<file path="src/rtl/pipe_stall_ctrl_pkg.sv">
// Shared encodings for the pipeline stall/flush sequencer: FSM states,
// bubble NOP encoding and the per-stage control bundle.
package pipe_stall_ctrl_pkg;

    typedef enum logic [1:0] {
        ST_RUN   = 2'd0,
        ST_IWAIT = 2'd1,
        ST_DWAIT = 2'd2,
        ST_HALT  = 2'd3
    } state_t;

    // Instruction word bubble consumers load when a bubble/flush is requested.
    localparam logic [15:0] NOP_INSTR = 16'h0800;

    typedef struct packed {
        logic pc_en;
        logic ifid_en;
        logic idex_en;
        logic exmem_en;
        logic memwb_en;
        logic ifid_flush;
        logic idex_bubble;
        logic memwb_bubble;
    } stage_ctrl_t;

    localparam stage_ctrl_t CTRL_GO = '{
        pc_en: 1'b1, ifid_en: 1'b1, idex_en: 1'b1, exmem_en: 1'b1, memwb_en: 1'b1,
        ifid_flush: 1'b0, idex_bubble: 1'b0, memwb_bubble: 1'b0
    };

    localparam stage_ctrl_t CTRL_STOP = '{
        pc_en: 1'b0, ifid_en: 1'b0, idex_en: 1'b0, exmem_en: 1'b0, memwb_en: 1'b0,
        ifid_flush: 1'b0, idex_bubble: 1'b0, memwb_bubble: 1'b0
    };

    // Data-memory wait: everything up to EX/MEM frozen, MEM/WB fed a NOP.
    localparam stage_ctrl_t CTRL_DHOLD = '{
        pc_en: 1'b0, ifid_en: 1'b0, idex_en: 1'b0, exmem_en: 1'b0, memwb_en: 1'b1,
        ifid_flush: 1'b0, idex_bubble: 1'b0, memwb_bubble: 1'b1
    };

endpackage

</file>
<file path="src/rtl/pipe_stall_ctrl_sat_counter.sv">
// Saturating up-counter with synchronous clear and async active-high reset.
module pipe_stall_ctrl_sat_counter #(
    parameter int unsigned W = 8
) (
    input  logic         clk,
    input  logic         rst,
    input  logic         inc,
    input  logic         clr,
    output logic [W-1:0] cnt
);

    always_ff @(posedge clk or posedge rst) begin
        if (rst) begin
            cnt <= '0;
        end else if (clr) begin
            cnt <= '0;
        end else if (inc && (cnt != '1)) begin
            cnt <= cnt + W'(1);
        end
    end

endmodule

</file>
<file path="src/rtl/pipe_stall_ctrl.sv">
// Central stall/flush sequencer: merges load-use, memory-busy, redirect and
// halt into per-stage enables/bubbles, tracking memory waits with a small FSM.
module pipe_stall_ctrl
    import pipe_stall_ctrl_pkg::*;
#(
    parameter int unsigned CNT_W    = 16,
    parameter int unsigned MAX_WAIT = 255
) (
    input  logic             clk,
    input  logic             rst,
    input  logic             exex_stall,
    input  logic             imem_stall,
    input  logic             imem_done,
    input  logic             dmem_en,
    input  logic             dmem_stall,
    input  logic             dmem_done,
    input  logic             branch_taken,
    input  logic             halt,
    output logic             pc_en,
    output logic             ifid_en,
    output logic             idex_en,
    output logic             exmem_en,
    output logic             memwb_en,
    output logic             ifid_flush,
    output logic             idex_bubble,
    output logic             memwb_bubble,
    output logic             redirect_pend,
    output logic             halted,
    output logic [CNT_W-1:0] stall_cnt,
    output logic             wait_err
);

    localparam int unsigned WAIT_W = $clog2(MAX_WAIT + 1);

    state_t              state;
    state_t              state_nxt;
    stage_ctrl_t         ctrl;
    logic                dmem_miss;
    logic                pend_set;
    logic                pend_clr;
    logic                wait_inc;
    logic                wait_clr;
    logic [WAIT_W-1:0]   wait_cnt;

    assign dmem_miss = dmem_en & dmem_stall;

    always_ff @(posedge clk or posedge rst) begin
        if (rst) begin
            state <= ST_RUN;
        end else begin
            state <= state_nxt;
        end
    end

    // Next state and stage controls; RUN priority halt > dmem > imem > load-use > branch.
    always_comb begin
        state_nxt = state;
        ctrl      = CTRL_GO;
        pend_set  = 1'b0;
        pend_clr  = 1'b0;
        unique case (state)
            ST_RUN: begin
                if (halt) begin
                    ctrl      = CTRL_STOP;
                    state_nxt = ST_HALT;
                end else if (dmem_miss) begin
                    ctrl      = CTRL_DHOLD;
                    state_nxt = ST_DWAIT;
                end else if (imem_stall) begin
                    ctrl.pc_en      = 1'b0;
                    ctrl.ifid_flush = 1'b1;
                    state_nxt       = ST_IWAIT;
                end else if (exex_stall) begin
                    ctrl.pc_en       = 1'b0;
                    ctrl.ifid_en     = 1'b0;
                    ctrl.idex_bubble = 1'b1;
                end else begin
                    if (branch_taken) begin
                        ctrl.ifid_flush  = 1'b1;
                        ctrl.idex_bubble = 1'b1;
                    end
                    if (imem_done && redirect_pend) begin
                        ctrl.ifid_flush = 1'b1;
                        pend_clr        = 1'b1;
                    end
                end
            end
            ST_IWAIT: begin
                if (dmem_miss) begin
                    ctrl      = CTRL_DHOLD;
                    pend_set  = branch_taken;
                    state_nxt = ST_DWAIT;
                end else if (imem_done) begin
                    state_nxt = ST_RUN;
                    // Front unfreezes this cycle, so a live redirect acts directly.
                    if (branch_taken) begin
                        ctrl.ifid_flush  = 1'b1;
                        ctrl.idex_bubble = 1'b1;
                    end
                    if (redirect_pend) begin
                        ctrl.ifid_flush = 1'b1;
                        pend_clr        = 1'b1;
                    end
                end else begin
                    ctrl.pc_en      = 1'b0;
                    ctrl.ifid_flush = 1'b1;
                    pend_set        = branch_taken;
                end
            end
            ST_DWAIT: begin
                pend_set = branch_taken;
                if (dmem_done) begin
                    state_nxt = ST_RUN;
                end else begin
                    ctrl = CTRL_DHOLD;
                end
            end
            ST_HALT: begin
                ctrl = CTRL_STOP;
            end
        endcase
        if (rst) begin
            ctrl = CTRL_STOP;
        end
    end

    always_ff @(posedge clk or posedge rst) begin
        if (rst) begin
            redirect_pend <= 1'b0;
        end else if (pend_clr) begin
            redirect_pend <= 1'b0;
        end else if (pend_set) begin
            redirect_pend <= 1'b1;
        end
    end

    // Wait counter runs across chained IWAIT/DWAIT and only clears back in RUN.
    assign wait_inc = (state_nxt == ST_IWAIT) || (state_nxt == ST_DWAIT);
    assign wait_clr = (state_nxt == ST_RUN);

    always_ff @(posedge clk or posedge rst) begin
        if (rst) begin
            wait_err <= 1'b0;
        end else if (wait_inc && !wait_clr && (wait_cnt == WAIT_W'(MAX_WAIT - 1))) begin
            wait_err <= 1'b1;
        end
    end

    pipe_stall_ctrl_sat_counter #(.W(WAIT_W)) u_wait_cnt (
        .clk (clk),
        .rst (rst),
        .inc (wait_inc),
        .clr (wait_clr),
        .cnt (wait_cnt)
    );

    pipe_stall_ctrl_sat_counter #(.W(CNT_W)) u_stall_cnt (
        .clk (clk),
        .rst (rst),
        .inc (~ctrl.pc_en & ~rst),
        .clr (1'b0),
        .cnt (stall_cnt)
    );

    assign pc_en        = ctrl.pc_en;
    assign ifid_en      = ctrl.ifid_en;
    assign idex_en      = ctrl.idex_en;
    assign exmem_en     = ctrl.exmem_en;
    assign memwb_en     = ctrl.memwb_en;
    assign ifid_flush   = ctrl.ifid_flush;
    assign idex_bubble  = ctrl.idex_bubble;
    assign memwb_bubble = ctrl.memwb_bubble;
    assign halted       = (state == ST_HALT);

endmodule
</file>
<file path="config.mk">
export PLATFORM = sky130hd
export DESIGN_NAME = pipe_stall_ctrl
export DESIGN_NICKNAME = d
export VERILOG_FILES = /design/src/rtl/pipe_stall_ctrl_pkg.sv /design/src/rtl/pipe_stall_ctrl_sat_counter.sv /design/src/rtl/pipe_stall_ctrl.sv
export SDC_FILE = /design/constraint.sdc
export NUM_CORES = 1
export LEC_CHECK = 0
export ABC_AREA = 1
export CORE_MARGIN = 5
export CORE_UTILIZATION = 50
export CTS_CLUSTER_DIAMETER = 200
export CTS_CLUSTER_SIZE = 14
export DETAILED_ROUTE_END_ITERATION = 8
export PLACE_DENSITY = 0.76
export SLEW_MARGIN = 25
export SYNTH_ARGS = -nofsm -noshare
export SYNTH_HDL_FRONTEND = slang
export SYNTH_SLANG_ARGS = --single-unit
</file>
<file path="constraint.sdc">
create_clock -name clk -period 7.05 [get_ports clk]
set_input_delay 0.705 -clock clk [delete_from_list [all_inputs] [get_ports clk]]
set_output_delay 0.705 -clock clk [all_outputs]
set_load 0.02 [all_outputs]
</file>
==> results of run 1 <==
per-stage QoR:
step / util / area, sq um
2_1_floorplan: - / 2130
5_1_grt: 0.638 / 2590
3_3_place_gp: 0.620 / 2520
4_1_cts: 0.638 / 2590
6_report: 0.638 / 2590
3_5_place_dp: 0.620 / 2520
cell families (layout without fill, tap and decap cells):
logic type / after synthesis / count (layout) / share of synthesized area
xor gates and xnor gates: 14 / 14 / 0.0577
buffers and inverters: 39 / 76 / 0.0824
and+or+nand+nor: 187 / 187 / 0.424
DFF: 28 / 28 / 0.330
adders and majority gates: 8 / 8 / 0.0471
AOI/OAI and AO/OA: 22 / 22 / 0.0589
metal layers:
metal  GRT usage  up-vias  routed length (um)
met5           0        -                   0
met4      0.0427        0                  59
met3      0.0267        6                 141
met2       0.325       26                2320
met1       0.221      874                2060
li1            -     1014                   -
how the worst max path moves through the flow:
stage          startpoint         end  slack [ps]  cells past startpoint
5_1_grt               rst     ifid_en        3640                      6
2_1_floorplan         rst     idex_en        4200                      4
6_report              rst     ifid_en        3780                      6
3_3_place_gp          rst  ifid_flush        3760                      6
3_5_place_dp          rst     ifid_en        3730                      6
4_1_cts               rst     ifid_en        3730                      6
final cells by class:
type                       count  area, sq um
clock inverter                 1         30.0
inverter                      35          136
clock buffer                   3         41.3
multi-input combinational    231         1250
tap                           50         62.6
sequential                    28          701
fill                         370         1470
timing repair buffer          37          368
state kept, by name (all words and copies together), names as in the netlist:
name             count
u_stall_cnt.cnt     16
u_wait_cnt.cnt       8
state                2
redirect_pend        1
wait_err             1
power by group through the flow:
| stage | clock [W] | combinational (W) | sequential, W |
|---|---|---|---|
| 3_5_place_dp | 0 | 0.000455 | 0.000232 |
| 5_1_grt | 0.000137 | 0.000510 | 0.000236 |
| 3_3_place_gp | 0 | 0.000447 | 0.000232 |
| 6_report | 0.000126 | 0.000448 | 0.000229 |
| 2_1_floorplan | 0 | 0.000305 | 0.000241 |
| 4_1_cts | 0.000131 | 0.000456 | 0.000230 |
worst max-delay path: stages:
cell,delay [ps]
clkdlybuf4s50_1,480
inv_1,80
buf_4,380
nand2_1,140
a21oi_1,150
clkdlybuf4s50_1,620
placed cells by master, fill, tap and decap left out, types with 2 or more instances in the layout:
cell	Yosys	routed
a31oi_1	2	2
a21o_1	2	2
clkbuf_8	0	3
nand3_1	13	13
nand3_2	2	2
nand2_4	3	3
inv_2	5	5
nor3_1	3	3
nand4_1	6	6
ha_1	8	8
nor2_2	3	3
xor2_1	7	7
nand2_2	13	13
nand2_1	109	109
dfrtp_1	28	28
nor2_1	25	25
o21ai_0	9	9
a21oi_1	6	6
xnor2_1	7	7
nor2_4	2	2
clkdlybuf4s50_1	0	36
inv_1	29	29
==> flow_summary_export.csv, run 1 <==
group,metric,value,unit
logic_synthesis,synth.distinct_cells,36,
pwr,p_leak,1.33,nW
floorplanning,io_pins,37,
final_layout,syn_to_final_growth,21.8,%
floorplanning,initial_core_util,0.524,
cts,clock_tree.root_cell,"clkbuf_8",
timing,hold_violations,0,
global_routing,antenna_found_initial,0,
detailed_routing,drt_pre_antenna_iters,4,
logic_synthesis,synth.top_cell.area_share,0.330,
pwr,clkPwrFrac,0.157,
placement,placedCellCount,381,
detailed_routing,viasPerCell,4.99,
hold_path,hold_end,"u_wait_cnt.cnt[6]",
pwr,p_sw_frac,0.461,
setup_path,path_class,"in -> out",
setup_path,cp_max_fo,32,
detailed_routing,drt-initial-drc-count,97,
global_routing,grt_pass1_vias,1855,
cts,postCtsSetupBuffers,0,
detailed_routing,route.vias.total,1920,
timing,setup_ws,3780,ps
timing,worst_pin_slew,623,ps
floorplanning,dieArea,0.00566,sq mm
setup_path,reg2reg_slack,4230,ps
timing,achievable-frequency,306,MHz
global_routing,grt_max_degree,33,
logic_synthesis,syn_inst,298,
placement,dp_hpwl,3.65,mm
logic_synthesis,async_flop_share,1.00,
pwr,combPwrFrac,0.557,
logic_synthesis,synthTopCellsByCount,"nand2_1, inv_1, dfrtp_1",
logic_synthesis,synth_area,0.00213,sq mm
logic_synthesis,ys_warn_count,0,
setup_path,reg2reg_depth,10,
setup_path,worstPathRequired,6340,ps
detailed_routing,wl_per_cell,11.9,um
cts,hold_buffers,0,
pwr,p_sw,0.000370,W
detailed_routing,drc_errors,0,
logic_synthesis,syn_avg_cell_area,7.13,sq um
logic_synthesis,synth.most_common_cell,"nand2_1",
final_layout,drive_above_1_share,0.116,
pwr,total_power,0.000803,W
global_routing,grt_usage,0.179,
placement,pre_cts_ws,3730,ps
setup_path,reg2reg_from,"state[0]",
timing,finalCritPeriodShare,0.464,
logic_synthesis,synth-edff-count,0,
setup_path,cp.arrival,2570,ps
hold_path,min_path_type,"reg -> reg",
final_layout,fin_nets,354,
run,cap_violations,0,
pwr,vdd_drop_max,0.251,mV
timing,rsz0062_at_grt,"no",
pwr,p_seq_frac,0.285,
timing,drv_slew,0,
cts,cts_sinks,28,
final_layout,antenna_cells,0,
cts,insertion_delay,270,ps
cts,cts_buffers,3,
hold_path,holdCritStartpoint,"u_wait_cnt.cnt[6]",
setup_path,cp-start-kind,"input port",
logic_synthesis,synth-seq-area-share,0.330,
cts,cts_tree,"yes",
final_layout,instances_no_fill,385,
logic_synthesis,yosys.area.top_type,"dfrtp_1",
pwr,p_per_area,310,mW/mm^2
detailed_routing,drt-total-wl,4.58,mm
hold_path,hold-path-cell-count,2,
placement,io_buffers,36,
cts,cts_resized,0,
floorplanning,rows,23,
floorplanning,fp.dieH,75.2,um
timing,relSlewSlack,0.581,
timing,setup_viol,0,
global_routing,grt_pass1_wl,8.09,mm
cts,clockBufferDepth,2,
setup_path,cp-end-kind,"output pin",
logic_synthesis,syn_nets,316,
detailed_routing,drt.antenna.violating_nets,0,
setup_path,rr_endpoint,"u_wait_cnt.cnt[7]",
timing,period_needed,3270,ps
logic_synthesis,ys_ff_latch,28,
logic_synthesis,synth_ff_type,"dfrtp_1",
cts,htreeDepth,1,
timing,clock_skew,5.23,ps
timing,timing.hold.ws,482,ps
pwr,power.internal,0.000433,W
cts,clkSlewWorstSetupHoldPaths,100,ps
floorplanning,core-area,0.00406,sq mm
logic_synthesis,yosys-top-cells-area,"dfrtp_1, nand2_1, inv_1, ha_1, nor2_1",
floorplanning,die_w,75.2,um
placement,globalplace.congestion,0.882,
status,status,"completed",
timing,fin_setup_tns,0,ps
global_routing,gr-total-overflow,0,
No activity file was read; power rests on OpenSTA's default activity.
==> inputs of run 2 (changes only) <==
--- a/config.mk
+++ b/config.mk
@@ -7,7 +7,7 @@
 export LEC_CHECK = 0
 export ABC_AREA = 1
 export CORE_MARGIN = 5
-export CORE_UTILIZATION = 50
+export CORE_UTILIZATION = 48
 export CTS_CLUSTER_DIAMETER = 200
 export CTS_CLUSTER_SIZE = 14
 export DETAILED_ROUTE_END_ITERATION = 8
==> constraint.sdc (replaced) <==
create_clock -name clk -period 3 [get_ports clk]
set_input_delay 0.3 -clock clk [delete_from_list [all_inputs] [get_ports clk]]
set_output_delay 0.3 -clock clk [all_outputs]
set_load 0.02 [all_outputs]
==> run 2 against run 1 <==
Hold slack worse by 5.8 ps. Cell count up 0.78%. First-iteration DRC count up 7.2%. Via count up 2.1%. Register-to-register slack worse by 3700 ps. Sequential cell count unchanged. Total power up 140%. Clock power up 130%. Wire length up 4.9%. Cell area up 0.39%. Critical path type is now reg -> out.
==> flow_summary_export.csv, run 2 (synthesized netlist as in run 1, its figures left out) <==
group,metric,value,unit
final_layout,final_common_cell,"nand2_1",
setup_path,cp-start-kind,"register",
final_layout,final_util,0.601,
final_layout,antenna_cells,0,
setup_path,cp.arrival,2300,ps
floorplanning,dieArea,0.00586,sq mm
hold_path,min_path_type,"reg -> reg",
setup_path,path_common_cell,"inv_1",
cts,hold_buffers,0,
timing,hold_violations,0,
cts,clock_tree.root_cell,"clkbuf_8",
timing,drv_slew,0,
floorplanning,io_pins,37,
detailed_routing,drc_errors,0,
setup_path,slowest_delay,670,ps
run,cap_violations,0,
timing,fin_setup_tns,0,ps
global_routing,gr-total-overflow,0,
pwr,p_leak,1.33,nW
status,status,"completed",
pwr,p_per_area,737,mW/mm^2
final_layout,top_register,"u_stall_cnt.cnt",
final_layout,largest_reg_flops,16,
cts,cts_tree,"yes",
final_layout,postLayoutCellArea,0.00260,sq mm
floorplanning,rows,24,
floorplanning,die_w,76.6,um
timing,finalCritPeriodShare,0.867,
timing,period_needed,2600,ps
cts,cts_sinks,28,
detailed_routing,drt.antenna.violating_nets,0,
global_routing,grt_usage,0.168,
detailed_routing,drt-total-wl,4.80,mm
cts,clockBufferDepth,2,
setup_path,path_class,"reg -> out",
floorplanning,fp.dieH,76.6,um
global_routing,antenna_found_initial,0,
timing,achievable-frequency,384,MHz
final_layout,syn_to_final_growth,22.2,%
cts,insertion_delay,280,ps
timing,clock_skew,9.34,ps
cts,cts_buffers,3,
timing,rsz0062_at_grt,"no",
placement,globalplace.congestion,0.928,
placement,io_buffers,36,
timing,worst_pin_slew,421,ps
final_layout,fin_nets,355,
cts,clkSlewWorstSetupHoldPaths,90,ps
detailed_routing,viasPerCell,5.05,
placement,dp_hpwl,3.79,mm
timing,relSlewSlack,0.719,
timing,setup_ws,399,ps
floorplanning,core-area,0.00432,sq mm
global_routing,grt_pass1_wl,8.44,mm
final_layout,drive_above_1_share,0.119,
setup_path,cp_cell_sequence,"inv_1, ha_1, inv_2, o21ai_0, inv_1, nor4_1, clkdlybuf4s50_1",
setup_path,cp-end-kind,"output pin",
setup_path,critPathBufInv,4,
detailed_routing,wl_per_cell,12.4,um
global_routing,grt_pass1_vias,1909,
final_layout,fillCellCount,421,
floorplanning,initial_core_util,0.492,
setup_path,cpLargestDelayFamily,"buffers and inverters",
final_layout,final_cell_mix,"nand2_1, clkdlybuf4s50_1, inv_1",
placement,pre_cts_ws,368,ps
timing,setup_viol,0,
setup_path,cp_max_fo,8,
placement,dpl_cell_area,0.00253,sq mm
timing,timing.hold.ws,476,ps
detailed_routing,drt-initial-drc-count,104,
detailed_routing,route.vias.total,1960,
detailed_routing,drt_pre_antenna_iters,4,
pwr,vdd_drop_max,0.568,mV
final_layout,reg_top3,"u_stall_cnt.cnt (16), u_wait_cnt.cnt (8), state (2)",
cts,htreeDepth,1,
setup_path,crit_slowest_cell,"clkdlybuf4s50_1",
global_routing,grt_max_degree,19,
setup_path,worstPathRequired,2700,ps
-- run 2: changes by cell type in the layout (fill, tap and decap cells not counted), sizes merged --
cell,previous run,this run
buf,1,2
-- run 2: worst paths after layout --
| kind | from | end | slack [ps] | cells past startpoint |
|---|---|---|---|---|
| max in group asynchronous | rst | u_stall_cnt.cnt[9] | 2170 | 3 |
| min | u_wait_cnt.cnt[6] | u_wait_cnt.cnt[6] | 480 | 2 |
| min in group asynchronous | rst | u_wait_cnt.cnt[3] | 570 | 3 |
| max reg2reg | state[1] | u_wait_cnt.cnt[0] | 510 | 10 |
| max | state[1] | idex_bubble | 400 | 7 |
| min reg2reg | u_wait_cnt.cnt[6] | u_wait_cnt.cnt[6] | 480 | 2 |
-- run 2: layout make-up --
class	instances	area [sq um]	area share
multi-input cells	231	1250	0.481
flip-flops and latches	28	701	0.270
repair buffers	38	375	0.144
inverters	35	136	0.0525
well taps	52	65.1	0.0250
clock buffers	3	41.3	0.0159
clock inverters	1	30.0	0.0116
-- run 2: worst min-delay path, cell delays in order (launching register included) --
cell and delay [ps]:
dfrtp_1 350, nand2_1 50, nand2_1 40
-- run 2: per-stage QoR --
step	power (W)	instances
2_1_floorplan	0.00128	298
3_3_place_gp	0.00161	384
3_5_place_dp	0.00162	384
4_1_cts	0.00192	388
5_1_grt	0.00208	388
6_report	0.00191	388
-- run 2: metal layers --
layer / vias up / global-route usage / share of wire
met5: - / 0 / 0
li1: 1009 / - / -
met4: 0 / 0.0175 / 0.0029
met3: 2 / 0.0272 / 0.047
met2: 49 / 0.315 / 0.51
met1: 900 / 0.207 / 0.44
-- run 2: power by group --
part | internal (W) | switching, W | leakage (nW)
clock network | 0.000179 | 0.000118 | 0.0357
registers | 0.000447 | 0.0000943 | 0.374
logic | 0.000397 | 0.000680 | 0.923
-- run 2: timing repair --
| item | CTS | global route |
|---|---|---|
| gates resized for setup | 0 | 1 |
| setup endpoints to repair | 0 | 1 |
| setup buffers | 0 | 0 |
==> edit, RTL diff (settings of run 2) <==
The 4 states of `state_t` get a one-hot encoding in 4 bits.
--- a/src/rtl/pipe_stall_ctrl_pkg.sv
+++ b/src/rtl/pipe_stall_ctrl_pkg.sv
@@ -3,9 +3,9 @@
 package pipe_stall_ctrl_pkg;
 
-    typedef enum logic [1:0] {
-        ST_RUN   = 2'd0,
-        ST_IWAIT = 2'd1,
-        ST_DWAIT = 2'd2,
-        ST_HALT  = 2'd3
+    typedef enum logic [3:0] {
+        ST_RUN   = 4'b0001,
+        ST_IWAIT = 4'b0010,
+        ST_DWAIT = 4'b0100,
+        ST_HALT  = 4'b1000
     } state_t;
 
Check against the original RTL: no difference found for any inputs over 10 cycles, from zero or initial values and one cycle with rst high; not proved beyond that.
==> edit against run 2 <==
  * Maximum frequency is 1.1% higher
  * Wire length is 1.5% higher
  * Cell count is 1.8% lower
  * Worst setup slack better by 0.027 ns
  * Area after synthesis is 3.8% lower
  * Sequential cell count is 2 higher
  * Design area is 1.7% lower
  * Via count is 3.4% higher
  * First-iteration DRC count is 26% lower
  * Count of clock-buffer cells in the layout is 3 higher
  * Largest cell class unchanged
Power is not compared: it rests on default switching activity, and its combinational part moved more than twofold at a synthesized area within 25%.
==> edit: results (changes against run 2) <==
metric	value	unit	change
Commonest cells post-synth	82 x nand2_1, 49 x nand3_1, 32 x nor2_1, 29 x dfrtp_1, 24 x inv_1		
Worst-path clk slew	0.06	ns	-0.03 ns
Fill cells	374		-11%
nets	344		-3.1%
Vias per Instance	5.32		+5.3%
htree depth	2		+1
final setup margin	0.426	ns	+0.0272 ns
placed cell count	374		-2.6%
Area Overhead vs Synth	24.9	%	
slowest stage delay, CP	0.61	ns	-0.06 ns
Slew headroom	64.4	%	-7.5 points
DP HPWL	3610	microns	-4.6%
CP startpoint	state[0]$_DFF_PP1_		
Register-to-Register Setup Slack	1.11	ns	+0.60 ns
status	finished clean		
Synth Net Count	305		-3.5%
largest net degree at the start of global routing	31		+12
Placer Congestion	0.889		-4.2%
Avg Cell Area, Syn	7.00	sq um	-1.8%
Worst Setup EP	pc_en		
first-pass GRT wire length	8540	microns	+1.2%
GR Util All Layers	19.6	%	+2.8 points
Starting DRT DRC Count	77		-26%
number of CTS-inserted buffers	5		+2
library cells used by synthesis	29		-19%
Critical Path AT	2.27	ns	-0.03 ns
WL final	4870	microns	+1.5%
[edit: cell families (layout without fill, tap and decap cells)]
family          Yosys count  after routing  share of synthesized area, %
simple gates            195            195                          44.1
flops                    30             30                          36.8
fa+ha+maj                 3              3                          1.84
compound gates           18             18                          4.71
buf+inv                  32             71                          6.61
xor+xnor                 14             14                          6.00
[edit: per-layer routing]
| metal | part of all wire, % | vias up | GRT usage, % |
|---|---|---|---|
| li1 | - | 1027 | - |
| met1 | 43 | 944 | 23.2 |
| met2 | 51 | 47 | 34.8 |
| met3 | 4.4 | 8 | 3.74 |
| met4 | 1.6 | 0 | 7.77 |
| met5 | 0 | - | 0 |
[edit: layout make-up]
cell class                 instances  share of cell area (%)
inverter                          27                    3.97
tap                               50                    2.45
clock inverter                     1                    1.18
multi-input combinational        230                    45.3
sequential                        30                    29.4
clock buffer                       6                    3.23
timing repair buffer              37                    14.4
[edit: worst min-delay path by stage]
stage	to	slack [ns]	cells after the start
2_1_floorplan	redirect_pend$_DFFE_PP0P_	0.49	2
3_3_place_gp	wait_err$_DFFE_PP0P_	0.45	2
3_5_place_dp	wait_err$_DFFE_PP0P_	0.45	2
4_1_cts	wait_err$_DFFE_PP0P_	0.47	2
5_1_grt	wait_err$_DFFE_PP0P_	0.50	2
6_report	wait_err$_DFFE_PP0P_	0.47	2
[edit: tightest hold or removal path, stage by stage, from the launching register on]
cell     delay (ns)
dfrtp_1        0.34
inv_1          0.04
nand2_1        0.06
[edit: report_power, final]
group,internal [mW],switching (mW)
Combinational,0.105,0.131
Sequential,0.433,0.0392
Clock,0.266,0.153
